### src/rtl/led_fx_pkg.sv
// Shared definitions for the LED effects driver: mode encodings, config
// register addresses, reset values and the PWM compare helper.
package led_fx_pkg;

   typedef enum logic [1:0] {
      MODE_PASS     = 2'd0,
      MODE_BLINK    = 2'd1,
      MODE_BREATHE  = 2'd2,
      MODE_PASS_ALT = 2'd3   // unused encoding, behaves as PASS
   } fx_mode_e;

   typedef enum logic {
      BR_UP   = 1'b0,
      BR_DOWN = 1'b1
   } br_state_e;

   localparam logic [1:0] ADDR_CTRL   = 2'd0;
   localparam logic [1:0] ADDR_DUTY   = 2'd1;
   localparam logic [1:0] ADDR_PERIOD = 2'd2;
   localparam logic [1:0] ADDR_STATUS = 2'd3;

   localparam fx_mode_e   RST_CTRL  = MODE_PASS;
   localparam logic [7:0] RST_DUTY  = 8'hFF;
   localparam logic [7:0] RST_LEVEL = 8'h00;
   localparam logic       RST_PHASE = 1'b1;

   // Duty 255 means fully on, so the 8-bit counter never leaves a gap.
   function automatic logic pwm_on(input logic [7:0] cnt, input logic [7:0] d);
      return (cnt < d) || (d == 8'hFF);
   endfunction

endpackage

### src/rtl/led_fx_tick.sv
// Tick prescaler: counts up to PERIOD and emits a one-cycle tick when the
// counter equals PERIOD. A PERIOD lowered below the running count is
// reached again after the counter overflows to 0. clr restarts the count
// and suppresses any tick in the same cycle.
module led_fx_tick #(
   parameter int PRESCALE_W = 16
) (
   input  logic                  clk,
   input  logic                  reset_n,
   input  logic                  clr,
   input  logic [PRESCALE_W-1:0] period,
   output logic                  tick
);

   logic [PRESCALE_W-1:0] cnt;
   logic                  hit;

   assign hit  = (cnt == period);
   assign tick = hit && !clr;

   // Prescale counter: clear on config restart or on reaching PERIOD.
   always_ff @(posedge clk or negedge reset_n) begin
      if (!reset_n)
         cnt <= '0;
      else if (clr || hit)
         cnt <= '0;
      else
         cnt <= cnt + PRESCALE_W'(1);
   end

endmodule

### src/rtl/led_fx_driver.sv
// LED effects driver: PASS / BLINK / BREATHE on a registered LED output with
// a small memory-mapped config slave.
// Build option: define LED_FX_PWM_EN to include the PWM dimming path.
// Without it, outputs are never dimmed, DUTY reads 0 and BREATHE blinks
// with the top level bit as the phase.
module led_fx_driver
   import led_fx_pkg::*;
#(
   parameter int LED_W      = 9,
   parameter int PRESCALE_W = 16
) (
   input  logic             clk,
   input  logic             reset_n,
   input  logic [LED_W-1:0] led_req,
   input  logic [1:0]       address,
   input  logic             chipselect,
   input  logic             write_n,
   input  logic [31:0]      writedata,
   output logic [31:0]      readdata,
   output logic [LED_W-1:0] led_out
);

   fx_mode_e              ctrl_q;
   logic [PRESCALE_W-1:0] period_q;
   logic                  wr_en;
   logic                  ctrl_wr;
   logic                  tick;
   logic                  phase_q;
   logic [7:0]            level_q, level_d;
   br_state_e             state_q, state_d;
   logic                  on_duty;
   logic                  br_gate;
   logic [LED_W-1:0]      led_d;
   logic                  unused_wdata;

   assign wr_en        = chipselect && !write_n;
   assign ctrl_wr      = wr_en && (address == ADDR_CTRL);
   assign unused_wdata = ^writedata;

`ifdef LED_FX_PWM_EN
   logic [7:0] duty_q;
   logic [7:0] pwm_cnt;

   // Free-running PWM counter shared by all lanes.
   always_ff @(posedge clk or negedge reset_n) begin
      if (!reset_n) pwm_cnt <= 8'h00;
      else          pwm_cnt <= pwm_cnt + 8'h01;
   end

   // DUTY register.
   always_ff @(posedge clk or negedge reset_n) begin
      if (!reset_n)                                duty_q <= RST_DUTY;
      else if (wr_en && (address == ADDR_DUTY))    duty_q <= writedata[7:0];
   end

   assign on_duty = pwm_on(pwm_cnt, duty_q);
   assign br_gate = pwm_on(pwm_cnt, level_q);
`else
   assign on_duty = 1'b1;
   assign br_gate = level_q[7];
`endif

   // CTRL and PERIOD registers.
   always_ff @(posedge clk or negedge reset_n) begin
      if (!reset_n) begin
         ctrl_q   <= RST_CTRL;
         period_q <= '1;
      end else if (wr_en) begin
         if (address == ADDR_CTRL)   ctrl_q   <= fx_mode_e'(writedata[1:0]);
         if (address == ADDR_PERIOD) period_q <= writedata[PRESCALE_W-1:0];
      end
   end

   led_fx_tick #(.PRESCALE_W(PRESCALE_W)) u_tick (
      .clk     (clk),
      .reset_n (reset_n),
      .clr     (ctrl_wr),
      .period  (period_q),
      .tick    (tick)
   );

   // Breathe ramp next-state: saturating up/down walk of level, one step per tick.
   always_comb begin
      state_d = state_q;
      level_d = level_q;
      if (tick) begin
         unique case (state_q)
            BR_UP: begin
               if (level_q != 8'hFF) level_d = level_q + 8'h01;
               if (level_q >= 8'hFE) state_d = BR_DOWN;
            end
            BR_DOWN: begin
               if (level_q != 8'h00) level_d = level_q - 8'h01;
               if (level_q <= 8'h01) state_d = BR_UP;
            end
            default: state_d = BR_UP;
         endcase
      end
   end

   // Effect state: any CTRL write restarts ramp and blink phase; ticks advance them.
   always_ff @(posedge clk or negedge reset_n) begin
      if (!reset_n) begin
         state_q <= BR_UP;
         level_q <= RST_LEVEL;
         phase_q <= RST_PHASE;
      end else if (ctrl_wr) begin
         state_q <= BR_UP;
         level_q <= RST_LEVEL;
         phase_q <= RST_PHASE;
      end else begin
         state_q <= state_d;
         level_q <= level_d;
         if (tick) phase_q <= ~phase_q;
      end
   end

   // Output pattern for the selected effect.
   always_comb begin
      led_d = led_req & {LED_W{on_duty}};
      unique case (ctrl_q)
         MODE_BLINK:   led_d = phase_q ? (led_req & {LED_W{on_duty}}) : '0;
         MODE_BREATHE: led_d = led_req & {LED_W{br_gate}};
         default:      led_d = led_req & {LED_W{on_duty}};
      endcase
   end

   // Registered LED drive.
   always_ff @(posedge clk or negedge reset_n) begin
      if (!reset_n) led_out <= '0;
      else          led_out <= led_d;
   end

   // Zero-wait-state read mux.
   always_comb begin
      readdata = 32'h0;
      if (chipselect) begin
         unique case (address)
            ADDR_CTRL:   readdata = 32'(ctrl_q);
`ifdef LED_FX_PWM_EN
            ADDR_DUTY:   readdata = 32'(duty_q);
`else
            ADDR_DUTY:   readdata = 32'h0;
`endif
            ADDR_PERIOD: readdata = 32'(period_q);
            default:     readdata = 32'(led_out);
         endcase
      end
   end

endmodule

### config.mk
export PLATFORM = sky130hd
export DESIGN_NAME = led_fx_driver
export DESIGN_NICKNAME = d
export VERILOG_FILES = /design/src/rtl/led_fx_pkg.sv /design/src/rtl/led_fx_tick.sv /design/src/rtl/led_fx_driver.sv
export SDC_FILE = /design/constraint.sdc
export NUM_CORES = 1
export LEC_CHECK = 0
export ABC_AREA = 0
export BUFFER_PORTS_ARGS = -buffer_cell sky130_fd_sc_hd__buf_4
export CORE_MARGIN = 1
export CORE_UTILIZATION = 32
export CTS_CLUSTER_DIAMETER = 150
export DETAILED_ROUTE_END_ITERATION = 12
export GPL_TIMING_DRIVEN = 0
export PLACE_DENSITY_LB_ADDON = 0.05
export SLEW_MARGIN = 20
export SYNTH_ARGS = -nofsm -noshare
export SYNTH_HDL_FRONTEND = slang
export SYNTH_HIERARCHICAL = 1
export SYNTH_SLANG_ARGS = --single-unit
### constraint.sdc
create_clock -name clk -period 2.65 [get_ports clk]
set_input_delay 0.53 -clock clk [delete_from_list [all_inputs] [get_ports clk]]
set_output_delay 0.53 -clock clk [all_outputs]
set_load 0.005 [all_outputs]
Word level (Yosys, flattened, before mapping)
Index checks and enable logic that the tools add are counted.
{"block": "totals", "register_bits": 53, "input_bits": 47, "out_inout_bits": 41, "wordCells": 52}
{"block": "op_classes", "n_addsub": 3, "magnitude_cmp": 2, "eq_ne": 8, "n_mux": 17, "n_bitwise": 3, "n_reduce_logical": 12}
{"cell": "$pmux W16 S3", "count": 1}
{"cell": "$mux W16", "count": 2}
{"cell": "$mux W8", "count": 4}
{"cell": "$pmux W9 S2", "count": 1}
{"cell": "$add A16 B1 Y16 const B", "count": 1}
{"cell": "$eq A16 B16 Y1", "count": 1}
{"cell": "$pmux W8 S2", "count": 1}
{"cell": "$and A9 B9 Y9", "count": 1}
{"cell": "$mux W9", "count": 1}
{"cell": "$add A8 B1 Y8 const B", "count": 1}
{"cell": "$ge A8 B8 Y1 const B", "count": 1}
{"cell": "$le A8 B1 Y1 const B", "count": 1}
{"cell": "$ne A8 B8 Y1 const B", "count": 1}
{"cell": "$reduce_bool A8 Y1", "count": 1}
{"cell": "$sub A8 B1 Y8 const B", "count": 1}
{"cell": "$mux W1", "count": 6}
{"cell": "$eq A2 B1 Y1 const B", "count": 2}
{"cell": "$eq A2 B2 Y1 const B", "count": 2}
{"cell": "$reduce_and A2 Y1", "count": 2}
{"cell": "$logic_and A1 B1 Y1", "count": 3}
{"cell": "$ne A3 B1 Y1 const B", "count": 1}
{"cell": "$ne A3 B2 Y1 const B", "count": 1}
{"cell": "$reduce_and A3 Y1", "count": 1}
{"cell": "$logic_not A1 Y1", "count": 2}
{"cell": "5 further kinds", "count": 6}

Longest topological paths before layout
Gate-level depths: netlist of the first run.
{"block": "logic_depth", "word_depth": 7, "depth_mapped": 8, "mapped_depth_nobuf": 7}

Hierarchy
The synthesis of the first run kept the hierarchy.
{"module": "led_fx_driver", "n_inst": 1, "cells_each": 197, "area_each_um2": 2108.3}
{"module": "led_fx_tick", "n_inst": 1, "cells_each": 98, "area_each_um2": 937.1}

Worst setup path before layout of the first run
Ideal clock, no wire load.
{"block": "synth_path", "path_type": "reg2reg", "startpoint": "reg period_q[8]", "endpoint": "reg level_q[3]", "setup_ps": 78, "arrival_ps": 2287, "required_ps": 2572, "slack_ps": 284, "path_stages_with_launch": 8, "path_buffers": 0, "period_less_slack_ps": 2366, "path_cell_list": "dfstp_2 xor2_1 nor4_1 nand4_1 nor2_1 o31ai_4 or4_2 a21oi_1"}
{"block": "synth_between", "elab_chain_cells": 4}
{"element": "start, declared", "line": "led_fx_driver.sv:24", "source": "logic [PRESCALE_W-1:0] period_q;"}
{"element": "start signal, assigned", "line": "led_fx_driver.sv:70", "source": "if (address == ADDR_PERIOD) period_q <= writedata[PRESCALE_W-1:0];"}
{"element": "$eq A16 B16 Y1", "line": "led_fx_tick.sv:18", "source": "assign hit = (cnt == period);"}
{"element": "$logic_and A1 B1 Y1", "line": "led_fx_tick.sv:19", "source": "assign tick = hit && !clr;"}
{"element": "via tick", "line": "led_fx_driver.sv:27", "source": "logic tick;"}
{"element": "$reduce_bool A2 Y1 (no source line)"}
{"element": "$reduce_and A3 Y1 (no source line)"}
{"element": "end signal, assigned", "line": "led_fx_driver.sv:113", "source": "level_q <= level_d;"}
{"element": "end, declared", "line": "led_fx_driver.sv:29", "source": "logic [7:0] level_q, level_d;"}
The timed path passes the listed nets, and every way through them passes these cells.
A chain may end at the register's enable or synchronous reset.

Worst setup path in the final report of the first run
{"block": "layout_path", "startpoint": "reg period_q[14]", "endpoint": "reg level_q[3]"}
The elaborated chain is that of the path after synthesis.

==> impl_metrics.toml, run 1 <==
[yosys]
synth_edf_count = 0
muxShareOfSynthArea_pct = 9.61
syn_area_um2 = 3050
syn_area_per_cell_um2 = 10.3
synth_top_family_by_area = "simple AND/OR/NAND/NOR gates"
ys_async_sr_fraction_pct = 100
synthTopCellsByArea = "dfrtp_1 30%, dfstp_2 15%, mux2_2 6.7%, xor2_1 5.2%, buf_4 4.2%"
synth_fa_ha_area_share_pct = 3.29
synth_compound_area_share_pct = 6.82
synth_xor_area_share_pct = 9.20
ys_seq_area_share_pct = 44.2
synth-simple-area-share_pct = 19.8
synth-seq-cells = 53
yosysWarnings = 6
synth_top_flop_cell = "dfrtp_1"
synth_top_area_share_pct = 29.6
yosys.area.top_type = "dfrtp_1"
ys_types = 50
syn_inst = 295

[floorplanning]
io_pins = 88
core_um2 = 9240
dieArea_um2 = 9910
die_height_um = 99.6
initial_core_util_pct = 33.0
die_x_um = 99.6
row_count = 35

[cts]
cts_hold_buf = 0
cts_root_buffer = "clkbuf_8"
cts_htree_levels = 2
clock_sinks = 53
numCtsBuffers = 5
clk_pin_slew_ns = 0.10
clk-insertion-delay-late_ns = 0.31
cts_buffer_depth = 2
cts_tree = "built"

[layout]
nNetsFinal = 430
area_growth_pct = 25.7
drive_gt1_share_pct = 37.0
final_util_pct = 41.4
regArea_um2 = 1350
multi_input_area_um2 = 1570
antennaDiodeCount = 0
nFillCells = 928

[critical_path]
r2r-start = "period_q[14]"
r2r_slack_ns = 0.11
crit_type = "reg2reg"
endpoint_kind = "flop"
cp_data_required_time_ns = 2.88
rr_worst_depth = 7
worstPathMaxFanout = 10
reg2reg_to = "level_q[3]"
cp.arrival_ns = 2.77
start_kind = "flop"

[global_route]
grt_pass1_vias = 2271
antenna_found_initial = 0
grt_max_degree = 54
grtUsageTotal_pct = 14.7
grt_pass1_wl_mm = 11.5
gr-total-overflow = 0

[route]
dr_total_vias = 2319
first_pass_iters = 4
vias_per_cell = 4.59
drt_iter0_drc = 83
wl_per_cell_um = 13.8
wirelength_mm = 6.99
postRouteAntennaNets = 0
drc = 0

[timing]
hold_viol = 0
skew_ns = 0.00432
setup-violations-final = 0
period_share_pct = 95.8
slew_headroom_pct = 52.5
min_period_ns = 2.54
max_freq_mhz = 394
finalMaxSlewViolations = 0
worst_pin_slew_ns = 0.707

[power_and_ir_drop]
finalPower_uw = 2260
power_leakage_uw = 0.00176
peakVddDrop_mv = 0.231
p_per_area_nw_per_um2 = 590

[outcome]
outcome = "complete, no violations"

[job]
drv_cap = 0

[placed_design]
port_buffers = 55
gp_congestion = 0.829
dp_hpwl_mm = 5.24

[hold_path]
hold_path_class = "in2async"
==> state kept, by name (all words and copies together) (netlist names) <==
register	flops
period_q	16
u_tick/cnt	16
state_q	1
led_out	9
level_q	8
phase_q	1
ctrl_q	2
==> per-layer routing <==
layer	global-route usage, %	routed length, um	share of wire, %
met1	21.5	3480	50
met2	22.4	3120	45
met3	2.95	338	4.8
met4	3.05	53	0.76
met5	0	0	0
==> cell usage after synthesis, drive strengths merged, types with 7 or more instances <==
cell type and n:
and2 7, buf 21, dfrtp 36, dfstp 17
ha 8, inv 12, mux2 18, mux2i 9
nand2 13, nand3 9, nor2 32, nor2b 11
nor3 8, nor4 9, xnor2 14, xor2 18
==> layout by cell type, fill, tap and decap left out, types with 6 or more instances in the layout <==
cell type / count
inv_1: 12
clkbuf_8: 7
dfrtp_1: 36
dfstp_2: 17
mux2_2: 18
a21oi_1: 6
o21ai_0: 6
xor2_1: 18
nor3_1: 8
mux2i_1: 9
ha_1: 8
buf_4: 74
and2_1: 7
nor2_1: 31
xnor2_1: 14
conb_1: 16
nand2_1: 13
nand3_1: 9
nor2b_1: 11
==> worst max-delay path by stage <==
| stage | start | endpoint | slack (ns) |
|---|---|---|---|
| final | period_q[14] | level_q[3] | 0.11 |
| after global routing | period_q[14] | level_q[3] | -0.0005 |
| after CTS | period_q[12] | level_q[3] | 0.04 |
| after detailed placement | address[1] | level_q[3] | -0.38 |
| after global placement | address[1] | level_q[6] | -0.35 |
| after floorplan | period_q[8] | level_q[3] | 0.28 |
==> metrics by stage <==
step	area [um2]	std cells	hold WS, ns	TNS (ns)	worst slack [ns]
3_3_place_gp	3680	494	0.515	-1.17	-0.351
5_1_grt	3830	505	0.301	-0.000500	-0.000500
3_5_place_dp	3680	495	0.523	-1.33	-0.376
2_1_floorplan	3100	310	0.234	0	0.284
6_report	3830	505	0.245	0	0.110
4_1_cts	3810	503	0.289	0	0.0353
==> where the power goes <==
part           switching (uW)  total, uW  internal (uW)
logic                     268        581            313
registers                 159       1150            995
clock network             282        524            242
total                     709       2260           1550
==> worst max-delay path, cell delays in order, from the launching register on <==
cell	delay, ns
dfstp_2	0.56
xor2_1	0.08
nor4_2	0.42
nand4_1	0.25
nor2_4	0.19
o31ai_4	0.15
or4_2	0.66
a21oi_1	0.16
==> cell type report <==
class / count / area share, %
plain buffers: 23 / 4.35
clock buffers: 7 / 2.52
clock inverters: 1 / 0.229
inverters: 12 / 1.18
multi-input cells: 222 / 41.0
flip-flops and latches: 53 / 35.2
well taps: 129 / 4.22
repair buffers: 58 / 11.3
==> logic make-up after synthesis <==
| kind of cell | after synthesis |
|---|---|
| and+or+nand+nor | 111 |
| DFF | 53 |
| buffers and inverters | 35 |
| xor gates and xnor gates | 32 |
| AOI/OAI and AO/OA | 28 |
| muxes | 27 |
| adders and majority gates | 8 |
| other | 1 |
==> timing repair <==
action                                  CTS  global route
setup buffers                             0             2
pin swaps                                 0             2
endpoints found under the setup margin    5             2
gates resized for setup                   4             1
No activity file was read; power rests on OpenSTA's default activity.
==> run 2, diff against run 1 <==
--- a/config.mk
+++ b/config.mk
@@ -16,5 +16,4 @@
 export SLEW_MARGIN = 20
 export SYNTH_ARGS = -nofsm -noshare
 export SYNTH_HDL_FRONTEND = slang
-export SYNTH_HIERARCHICAL = 1
 export SYNTH_SLANG_ARGS = --single-unit
==> impl_metrics.toml, run 2 <==
[outcome]
outcome = "complete, no violations"

[power_and_ir_drop]
pwr-share-comb_pct = 26.1
p_per_area_nw_per_um2 = 595
p_clk_share_pct = 22.1
power_leakage_uw = 0.00178
netSwitchingFraction_pct = 31.2
finalPower_uw = 2260
peakVddDrop_mv = 0.243
p_int_uw = 1550
seqPwrFrac_pct = 51.8
p_sw_uw = 703

[global_route]
grtUsageTotal_pct = 14.4
grt_max_degree = 54
grt_pass1_wl_mm = 11.2
grt_pass1_vias = 2269
antenna_found_initial = 0
gr-total-overflow = 0

[placed_design]
dp.cells = 487
placed_area_um2 = 3700
gp_congestion = 0.775
dp_hpwl_mm = 5.04
port_buffers = 55

[timing]
skew_ns = 0.00471
rsz0062_at_grt = "false"
finalSetupTns_ns = 0
slew_headroom_pct = 51.0
worst_pin_slew_ns = 0.725
period_share_pct = 81.5
hold_viol = 0
finalMaxSlewViolations = 0
max_freq_mhz = 463
setup-violations-final = 0
min_period_ns = 2.16

[route]
dr_total_vias = 2184
drc = 0
drt_iter0_drc = 59
wirelength_mm = 6.78
wl_per_cell_um = 13.7
postRouteAntennaNets = 0
vias_per_cell = 4.41
first_pass_iters = 3

[hold_path]
hold_path_class = "in2async"

[layout]
nFillCells = 939
stdcell_count = 495
nNetsFinal = 420
layout_commonest_cell = "buf_4"
reg.largest.list = "period_q x16, u_tick.cnt x16, led_out x9"
fin_area_um2 = 3790
drive_gt1_share_pct = 38.0
most-common-layout-cells = "74 x buf_4, 36 x dfrtp_1, 33 x nor2_1, 21 x xnor2_1, 20 x nand2_1"
antennaDiodeCount = 0
area_growth_pct = 23.9

[critical_path]
cp.arrival_ns = 1.63
cp_data_required_time_ns = 2.12
slowest_delay_ns = 0.37
crit_type = "in2out"
worstPathMaxFanout = 10
rr_worst_depth = 6
endpoint_kind = "output pin"
r2r_slack_ns = 0.64
start_kind = "input pin"
cp_slowest_cell = "mux2_2"
crit_chain = "buf_4 -> buf_2 -> mux2_2 -> a22oi_1 -> nor2b_1 -> buf_4"
r2r-start = "level_q[0]"
crit_top_cell = "buf_4"
reg2reg_to = "level_q[0]"

[yosys]
yosysWarnings = 0
ys_types = 45
synth-seq-cells = 53
yosysMostFrequentCell = "dfrtp_1"
synthTopCellsByArea = "dfrtp_1 29%, dfstp_2 15%, mux2_2 7.0%, xnor2_1 6.0%, buf_4 4.7%"
synth_common_cells = "36 x dfrtp_1, 33 x nor2_1, 21 x xnor2_1, 20 x nand2_1"
ys_seq_area_share_pct = 44.0
syn_area_per_cell_um2 = 10.7
ys_async_sr_fraction_pct = 100
synth_top_area_share_pct = 29.4
synth_edf_count = 0
yosys.area.top_type = "dfrtp_1"
syn_inst = 287
synth_top_flop_cell = "dfrtp_1"
syn_area_um2 = 3060

[cts]
clk-insertion-delay-late_ns = 0.31
clock_sinks = 53
cts_htree_levels = 2
cts_root_buffer = "clkbuf_8"
cts_tree = "built"
postCtsSetupRepairBufs = 0
cts_buffer_depth = 2
clk_pin_slew_ns = 0.10
numCtsBuffers = 5
cts_hold_buf = 0
ctsResizeCount = 0

[floorplanning]
dieArea_um2 = 9960
die_x_um = 99.8
io_pins = 88
core_um2 = 9240
initial_core_util_pct = 33.1
row_count = 35
die_height_um = 99.8

[job]
drv_cap = 0
-- run 2: changes by cell type after synthesis, moves of 4 or more --
| cell | previous run | this run |
|---|---|---|
| nor4_1 | 8 | 0 |
| nand2_1 | 13 | 20 |
| xnor2_1 | 14 | 21 |
| xor2_1 | 18 | 11 |
| nor3_1 | 8 | 2 |
| a21oi_1 | 6 | 1 |
| nand4_1 | 5 | 10 |
| inv_1 | 12 | 8 |
-- run 2: cell type report --
class / count / area, um2 / share of cell area [%]
buffer: 23 / 181 / 4.78
tap: 129 / 161 / 4.25
sequential: 53 / 1350 / 35.5
clock buffer: 6 / 82.6 / 2.18
multi-input combinational: 218 / 1560 / 41.1
clock inverter: 2 / 13.8 / 0.363
inverter: 8 / 30.0 / 0.792
timing repair buffer: 56 / 418 / 11.0
-- run 2: power by group through the flow --
stage	logic (uW)	clock network [uW]	registers, uW
after detailed placement	593	0	1190
final	588	498	1170
after floorplan	400	0	1140
after global routing	669	553	1200
after CTS	598	522	1180
after global placement	581	0	1190
-- run 2: logic make-up after synthesis --
| logic type | after synthesis | synth area share (%) |
|---|---|---|
| flops | 53 | 44.0 |
| xor+xnor | 32 | 9.15 |
| simple gates | 111 | 19.6 |
| other cells | 1 | 0.122 |
| compound gates | 19 | 5.52 |
| fa+ha+maj | 8 | 3.27 |
| mux | 32 | 11.4 |
| buf+inv | 31 | 6.91 |
-- run 2: worst max-delay path: cells and delay by family --
| kind | cells | cell delay (ns) |
|---|---|---|
| multiplexers | 1 | 0.37 |
| AND/OR/NAND/NOR | 1 | 0.07 |
| AO/OA/AOI/OAI | 1 | 0.15 |
| buffers and inverters | 3 | 0.50 |
-- run 2: how the worst max path moves through the flow --
stage / from / endpoint / slack (ns) / depth (start not counted)
floorplan: level_q[0] / level_q[0] / 0.83 / 6
global placement: address[0] / readdata[1] / 0.49 / 6
detailed placement: address[0] / readdata[1] / 0.49 / 6
CTS: address[0] / readdata[1] / 0.49 / 6
global route: address[0] / readdata[1] / 0.36 / 6
finish: address[0] / readdata[1] / 0.49 / 6
-- run 2: per-stage QoR --
step | hold WS [ns] | util (%) | setup slack [ns]
floorplan | 0.234 | - | 0.825
CTS | 0.293 | 41.1 | 0.486
global route | 0.308 | 41.1 | 0.358
detailed placement | 0.549 | 40.0 | 0.495
global placement | 0.536 | 40.0 | 0.485
finish | 0.249 | 41.1 | 0.491
-- run 2: layer usage --
| layer | up-vias | GRT usage (%) | wire [um] |
|---|---|---|---|
| met1 | 1040 | 18.0 | 3080 |
| met3 | 4 | 2.58 | 196 |
| met5 | - | 0 | 0 |
| li1 | 1100 | - | - |
| met4 | 0 | 3.73 | 53 |
| met2 | 40 | 25.7 | 3450 |
